[config.mk]
export PLATFORM = sky130hd
export DESIGN_NAME = control_sequencer
export DESIGN_NICKNAME = d
export VERILOG_FILES = /design/src/rtl/control_sequencer.sv
export SDC_FILE = /design/constraint.sdc
export NUM_CORES = 1
export LEC_CHECK = 0
export CAP_MARGIN = 10
export CELL_PAD_IN_SITES_DETAIL_PLACEMENT = 2
export CELL_PAD_IN_SITES_GLOBAL_PLACEMENT = 2
export CORE_ASPECT_RATIO = 1.75
export CORE_UTILIZATION = 19
export CTS_BUF_LIST = sky130_fd_sc_hd__clkbuf_8
export DETAILED_ROUTE_END_ITERATION = 10
export PLACE_DENSITY_LB_ADDON = 0.1
export SLEW_MARGIN = 25
export SYNTH_ARGS = -nofsm -noshare
export SYNTH_HDL_FRONTEND = slang
export SYNTH_SLANG_ARGS = --single-unit
[constraint.sdc]
create_clock -name clock -period 2.3 [get_ports clock]
set_input_delay 0.46 -clock clock [delete_from_list [all_inputs] [get_ports clock]]
set_output_delay 0.46 -clock clock [all_outputs]
set_load 0.1 [all_outputs]
[src/rtl/control_sequencer.sv]
// Hardwired fetch/decode/execute control unit for the Mini SRC datapath.
// Drives every datapath control line from the step counter, the IR opcode, CON FF and the memory handshake.
module control_sequencer #(
    parameter logic [4:0]  ADD_OP     = 5'b00011,
    parameter int unsigned WAIT_LIMIT = 0
) (
    input  logic        clock,
    input  logic        clear,
    input  logic [31:0] ir,
    input  logic        con_ff,
    input  logic        mem_ready,
    input  logic        stop,
    output logic [4:0]  alu_op,
    output logic        Gra,
    output logic        Grb,
    output logic        Grc,
    output logic        Rin,
    output logic        Rout,
    output logic        BAout,
    output logic        HIin,
    output logic        LOin,
    output logic        Yin,
    output logic        Zin,
    output logic        PCin,
    output logic        IRin,
    output logic        MARin,
    output logic        MDRin,
    output logic        CONin,
    output logic        OutPortin,
    output logic        HIout,
    output logic        LOout,
    output logic        Zhighout,
    output logic        Zlowout,
    output logic        PCout,
    output logic        MDRout,
    output logic        InPortout,
    output logic        Cout,
    output logic        Read,
    output logic        Write,
    output logic        IncPC,
    output logic        run,
    output logic        fault
);

    typedef enum logic [3:0] {RST, T0, T1, T2, T3, T4, T5, T6, T7, HALT} state_t;

    localparam logic [4:0]  OP_LD   = 5'd0;
    localparam logic [4:0]  OP_LDI  = 5'd1;
    localparam logic [4:0]  OP_ST   = 5'd2;
    localparam logic [31:0] LIMIT   = 32'(WAIT_LIMIT);

    state_t      state, state_next;
    logic [31:0] wait_cnt;
    logic        in_wait, set_fault, timeout;
    logic [4:0]  opcode;
    logic        unused_ir_bits;

    assign opcode         = ir[31:27];
    assign unused_ir_bits = ^ir[26:0];
    // This unanswered cycle is the LIMIT-th one spent in the current wait state.
    assign timeout        = (LIMIT != 32'd0) && (wait_cnt + 32'd1 >= LIMIT);

    always_ff @(posedge clock or negedge clear) begin
        if (!clear) begin
            state    <= RST;
            wait_cnt <= '0;
            fault    <= 1'b0;
        end else begin
            state <= state_next;
            if (state_next != state)
                wait_cnt <= '0;
            else if (in_wait)
                wait_cnt <= wait_cnt + 32'd1;
            if (set_fault)
                fault <= 1'b1;
        end
    end

    always_comb begin
        state_next = state;
        in_wait    = 1'b0;
        set_fault  = 1'b0;
        alu_op     = '0;
        Gra = 1'b0; Grb = 1'b0; Grc = 1'b0; Rin = 1'b0; Rout = 1'b0; BAout = 1'b0;
        HIin = 1'b0; LOin = 1'b0; Yin = 1'b0; Zin = 1'b0; PCin = 1'b0; IRin = 1'b0;
        MARin = 1'b0; MDRin = 1'b0; CONin = 1'b0; OutPortin = 1'b0;
        HIout = 1'b0; LOout = 1'b0; Zhighout = 1'b0; Zlowout = 1'b0; PCout = 1'b0;
        MDRout = 1'b0; InPortout = 1'b0; Cout = 1'b0;
        Read = 1'b0; Write = 1'b0; IncPC = 1'b0;
        run = (state != RST) && (state != HALT);

        case (state)
            RST: state_next = T0;
            T0: begin
                PCout = 1'b1; MARin = 1'b1; IncPC = 1'b1; Zin = 1'b1;
                state_next = T1;
            end
            T1: begin
                Zlowout = 1'b1; Read = 1'b1; in_wait = 1'b1;
                if (mem_ready) begin
                    PCin = 1'b1; MDRin = 1'b1; state_next = T2;
                end else if (timeout) begin
                    set_fault = 1'b1; state_next = HALT;
                end
            end
            T2: begin
                MDRout = 1'b1; IRin = 1'b1;
                state_next = stop ? HALT : T3;
            end
            HALT: ;
            default: begin
                // Execute steps; falling out of a step without naming a successor ends the instruction.
                state_next = T0;
                case (opcode) inside
                    [5'd3:5'd14]: case (state)
                        T3: begin Grb = 1'b1; Rout = 1'b1; Yin = 1'b1; state_next = T4; end
                        T4: begin
                            if (opcode >= 5'd12) Cout = 1'b1;
                            else begin Grc = 1'b1; Rout = 1'b1; end
                            Zin = 1'b1; alu_op = opcode; state_next = T5;
                        end
                        T5: begin Zlowout = 1'b1; Gra = 1'b1; Rin = 1'b1; end
                        default: ;
                    endcase
                    5'd15, 5'd16: case (state)
                        T3: begin Gra = 1'b1; Rout = 1'b1; Yin = 1'b1; state_next = T4; end
                        T4: begin Grb = 1'b1; Rout = 1'b1; Zin = 1'b1; alu_op = opcode; state_next = T5; end
                        T5: begin Zlowout = 1'b1; LOin = 1'b1; state_next = T6; end
                        T6: begin Zhighout = 1'b1; HIin = 1'b1; end
                        default: ;
                    endcase
                    5'd17, 5'd18: case (state)
                        T3: begin Grb = 1'b1; Rout = 1'b1; Zin = 1'b1; alu_op = opcode; state_next = T4; end
                        T4: begin Zlowout = 1'b1; Gra = 1'b1; Rin = 1'b1; end
                        default: ;
                    endcase
                    OP_LD, OP_LDI, OP_ST: case (state)
                        T3: begin Grb = 1'b1; BAout = 1'b1; Yin = 1'b1; state_next = T4; end
                        T4: begin Cout = 1'b1; Zin = 1'b1; alu_op = ADD_OP; state_next = T5; end
                        T5: begin
                            Zlowout = 1'b1;
                            if (opcode == OP_LDI) begin Gra = 1'b1; Rin = 1'b1; end
                            else begin MARin = 1'b1; state_next = T6; end
                        end
                        T6: begin
                            if (opcode == OP_LD) begin
                                Read = 1'b1; in_wait = 1'b1;
                                if (mem_ready) begin MDRin = 1'b1; state_next = T7; end
                                else if (timeout) begin set_fault = 1'b1; state_next = HALT; end
                                else state_next = T6;
                            end else if (opcode == OP_ST) begin
                                Gra = 1'b1; Rout = 1'b1; MDRin = 1'b1; state_next = T7;
                            end
                        end
                        T7: begin
                            if (opcode == OP_LD) begin
                                MDRout = 1'b1; Gra = 1'b1; Rin = 1'b1;
                            end else if (opcode == OP_ST) begin
                                Write = 1'b1; in_wait = 1'b1;
                                if (mem_ready) state_next = T0;
                                else if (timeout) begin set_fault = 1'b1; state_next = HALT; end
                                else state_next = T7;
                            end
                        end
                        default: ;
                    endcase
                    5'd19: case (state)
                        T3: begin Gra = 1'b1; Rout = 1'b1; CONin = 1'b1; state_next = T4; end
                        T4: begin PCout = 1'b1; Yin = 1'b1; state_next = T5; end
                        T5: begin Cout = 1'b1; Zin = 1'b1; alu_op = ADD_OP; state_next = T6; end
                        T6: begin Zlowout = 1'b1; PCin = con_ff; end
                        default: ;
                    endcase
                    5'd20: begin Gra = 1'b1; Rout = 1'b1; PCin = 1'b1; end
                    5'd22: begin InPortout = 1'b1; Gra = 1'b1; Rin = 1'b1; end
                    5'd23: begin Gra = 1'b1; Rout = 1'b1; OutPortin = 1'b1; end
                    5'd24: begin HIout = 1'b1; Gra = 1'b1; Rin = 1'b1; end
                    5'd25: begin LOout = 1'b1; Gra = 1'b1; Rin = 1'b1; end
                    5'd27: state_next = HALT;
                    default: ;
                endcase
            end
        endcase
    end

endmodule
## Word level (Yosys, flattened, before mapping)

Index checks and enable logic that the tools add are counted.

| storage, ports and cells | value |
|---|---|
| flip-flop bits (word level) | 4 |
| bits of input ports | 37 |
| output and inout port bits | 34 |
| word-level logic and storage cells | 252 |

| operators by class | value |
|---|---|
| magnitude comparators | 3 |
| eq/ne operators | 24 |
| muxes and demuxes | 209 |
| bitwise gates (word level) | 1 |
| reductions and logical operators | 14 |

Operator list:

| kind | number |
|---|---|
| 2-to-1 mux 1 bit | 163 |
| 2-to-1 mux 4 bit | 19 |
| == test 5 bit, second input constant | 10 |
| one-hot mux 4 bit (5 select lines) | 2 |
| 2-to-1 mux 5 bit | 7 |
| one-hot mux 1 bit (2 select lines) | 10 |
| == test 4 x 3 -> 1 bit, second input constant | 4 |
| OR reduction 4 bit | 3 |
| one-hot mux 3 bit (3 select lines) | 1 |
| == test 4 x 2 -> 1 bit, second input constant | 2 |
| == test 4 bit, second input constant | 2 |
| 2-to-1 mux 2 bit | 3 |
| 2-to-1 mux 3 bit | 2 |
| one-hot mux 3 bit (2 select lines) | 1 |
| OR reduction 2 bit | 3 |
| == test 5 x 1 -> 1 bit, second input constant | 1 |
| == test 5 x 2 -> 1 bit, second input constant | 1 |
| == test 5 x 4 -> 1 bit, second input constant | 1 |
| >= comparator 5 x 2 -> 1 bit, second input constant | 1 |
| >= comparator 5 x 4 -> 1 bit, second input constant | 1 |
| <= comparator 5 x 4 -> 1 bit, second input constant | 1 |
| logical NOT 5 bit | 1 |
| OR reduction 5 bit | 1 |
| == test 4 x 1 -> 1 bit, second input constant | 1 |
| 9 further kinds | 10 |

## Longest topological paths before layout

| depth | value |
|---|---|
| depth in word-level cells | 13 |
| gate-level depth with buffers | 7 |
| depth with buffers taken out | 5 |

## Least setup slack after synthesis

Ideal clock, no wire load.

| path | value |
|---|---|
| path kind | input to output |
| start | in ir[27] |
| end | out PCin |
| arrival | 4,206 ps |
| required time | 1,840 ps |
| path slack | -2,366 ps |
| cell stages on the path | 5 |
| path buffers | 2 |
| path through | buf_2 > xor2_1 > and2_1 > buf_2 > o41ai_1 |

| between the ends | value |
|---|---|
| word-level cells in the longest chain between the ends | 8 |
| elaborated cells on any way between the ends | 22 |
| those cells by class | 2 x order compare; 8 x eq/ne; 7 x mux; 5 x reduce/logical |

RTL lines:

| what | RTL line | RTL |
|---|---|---|
| start: declaration | 9 | `input logic [31:0] ir,` |
| == test 5 bit (no source line) | n/a |  |
| 2-to-1 mux 1 bit (5 in a row) | 114 | `case (opcode) inside` |
| 2-to-1 mux 1 bit (*) | 114 |  |
| one-hot mux 1 bit (2 select lines) (*) | 92 | `case (state)` |
| end: declaration | 24 | `output logic PCin,` |

Mark *: on every way between the ends. The rest lies on a longest branch, timed or not.

## Worst setup path in the final report

| path | value |
|---|---|
| start | reg state[3] |
| end | out Rout |

| between the ends | value |
|---|---|
| word-level cells in the longest chain between the ends | 8 |
| elaborated cells on any way between the ends | 20 |
| those cells by class | 7 x eq/ne; 10 x mux; 3 x reduce/logical |

RTL lines:

| what | RTL line | RTL |
|---|---|---|
| start: declaration | 52 | `state_t state, state_next;` |
| start signal: assignment | 69 | `state <= state_next;` |
| == test 4 x 3 -> 1 bit | n/a |  |
| 2-to-1 mux 1 bit | 132, 167 |  |
| 2-to-1 mux 1 bit (5 in a row) | 114 |  |
| 2-to-1 mux 1 bit (*) | 92 |  |
| end: declaration | 18 | `output logic Rout,` |

Marked as above.

==> metrics.txt <==
worst vdd ir=0.000863 V; Final setup violation count=15; wire per inst=25.1 um; Synth async-reset ratio=100%; Antenna Nets Post-Route=0; worst skew pair latency=210 ps; final std cells w/o fill=399; failing checks=negative setup slack; RSZ-0062 raised after global routing=true; post-synthesis sequential area ratio=7.72%; Seq cells post-synth=4; Final Wtd Congestion=0.847; initial antenna violation count=0; Die Width=64.4 um; H-tree Lvls=1; Synth area leader=nor2_1; Placed Cells=373; largest registers=state x4; Hold WC Path Type=in2async; clock skew=1.13 ps; worst stage delay on the critical path=430 ps; gr usage total=24.2%; Starting Density=19.8%; Metal-1 WL=3.56 mm; register area=105 um2; Multi-input gate area=1580 um2; Startpoint Class=flop; largest net degree at the start of global routing=17; Cell variety after synth=59; crit-path leading delay family=compound AO/OA/AOI/OAI gates; commonest non-fill, non-tap cells in the layout=73 x buf_4, 38 x buf_12, 15 x buf_6; row cnt=39; Final Slew Violations=0; post-synth top area share=7.82%; max reg flops=4; Pwr Density=956 nW/um2; Max clock buf depth=2; critical-path cell list=buf_6 -> nor4b_4 -> o21ai_1 -> a31oi_1 -> a221oi_2 -> nor3_4 -> buf_12; Max Cap Violations=0; Post-synth top flop=dfrtp_1; DRT iter0 DRCs=72; final core utilization=52.5%; Post-Syn Nets=238; met2 routed WL=5.65 mm; CORE AREA=6540 um2; Period Utilization, post-route=116%; vias in the first global route=2386; CP startpoint=state[3]; Pre-antenna DRT Iters=4; Post-Syn Area=1300 um2; Mean Syn Cell Area=6.45 um2; die height=111 um; leak pwr=1.38 nW; metal3 WL=259 um; first-pass GRT wire length=13.3 mm; CP Capture Type=primary output; DR top layer=met4; outcome=complete, but fails checks; commonest non-fill, non-tap cell in the layout=buf_4; CTS tree=done; Syn Inst Count=201; EDFF count, synth=0; CTS buffer count=3; Layout Nets=356; PortBufs=42; fin worst setup slack=-360 ps; Crit-path slowest cell=dfrtp_2; CTS clock-pin slew for the worst setup and hold paths=30 ps; YS warnings=0; Worst R2R Start=state[1]; Area growth syn-to-layout=165%; leading post-synthesis cells by cell area=nor2_1 7.8%, dfrtp_1 7.7%, nand2_1 6.4%; Post-Route WL=10.0 mm; filler instances=676; # diodes=0; Fin. Hold Viols=0; Post-DP HPWL=6.52 mm; DRC viols=0; Buf+Inv Stages, Crit Path=2; crit path DAT=2200 ps; min Tclk post-route=2660 ps; Vias=2132; Worst Path Required=1840 ps; DR vias/cell=5.34; total congestion overflow=0; crit path max fanout=4; Root Driver=clkbuf_8; Fmax=376 MHz; die area=7170 um2; total clock sinks=4; IO Count=71; share of cells above drive strength 1=69.4%; pre-CTS setup slack=-606 ps; Biggest register=state; CP Class=reg2out
## routing by layer
layer | up-vias | track usage [%]
li1 | 967 | -
met1 | 1070 | 26.4
met2 | 62 | 47.0
met3 | 33 | 1.65
met4 | 0 | 8.00
met5 | - | 0
## path summary, 6_finish.rpt
kind                                 end  slack, ps  cells past startpoint
max in group asynchronous       state[0]       1670                      1
worst max register to register  state[3]        430                      8
worst min-delay path            state[2]        450                      1
worst max-delay path                Rout       -360                      7
worst min register to register  state[0]        800                      2
min in group clock              state[0]        800                      2
## logic make-up (layout without fill, tap and decap cells)
| group | count (synthesis) | after routing | synth area share [%] |
|---|---|---|---|
| simple gates | 102 | 102 | 43.0 |
| compound gates | 62 | 62 | 34.2 |
| buf+inv | 27 | 143 | 10.3 |
| xor+xnor | 4 | 4 | 2.70 |
| flops | 4 | 4 | 7.72 |
| other cells | 1 | 1 | 0.289 |
| mux | 1 | 1 | 1.74 |
## report_power, final
part	switching [W]	total (W)	internal [W]
logic	0.00184	0.00297	0.00113
clock network	0.0000342	0.000146	0.000111
registers	0.0000642	0.000171	0.000107
## repair_timing
item                                   CTS  global route
buffers inserted                         9            18
hold buffers                             0             0
gates resized for setup                 57            58
pin swaps                               17            31
endpoints found under the hold margin    0             0
setup endpoints to repair               33            28
## through the flow
step                      power (W)  TNS [ps]  area [um2]  hold slack (ps)
final                       0.00328     -1580        3440              448
after global routing        0.00341     -2180        3440              457
after CTS                   0.00300     -1760        3100              452
after detailed placement    0.00275    -13190        2840              677
after global placement      0.00270    -11440        2840              664
after floorplan             0.00178     -2810        1620              164
## area by class of cell
| cell class | count | area share [%] |
|---|---|---|
| repair buffers | 135 | 46.1 |
| flip-flops and latches | 4 | 3.06 |
| inverters | 5 | 0.655 |
| multi-input cells | 170 | 46.0 |
| well taps | 82 | 2.99 |
| clock buffers | 3 | 1.20 |
## cells in the mapped netlist, types with 2 or more instances
master / number
nand2b_1: 4
a31oi_1: 4
o32a_1: 2
a2bb2oi_1: 2
a211oi_1: 2
nand3_1: 6
buf_2: 14
and3_1: 2
o21ai_0: 9
o31ai_1: 5
nor3_2: 2
nand3b_1: 3
dfrtp_1: 4
a21oi_1: 14
and2_1: 5
buf_4: 2
or3_1: 4
nor2_1: 27
nor4b_2: 2
nor3_1: 9
nor2b_1: 2
xor2_1: 4
o21ai_1: 3
clkbuf_1: 5
nand4_1: 2
o22ai_1: 4
nand2_1: 22
inv_1: 5
nor3b_1: 2
Note: power is estimated with default switching activity, not from simulation.
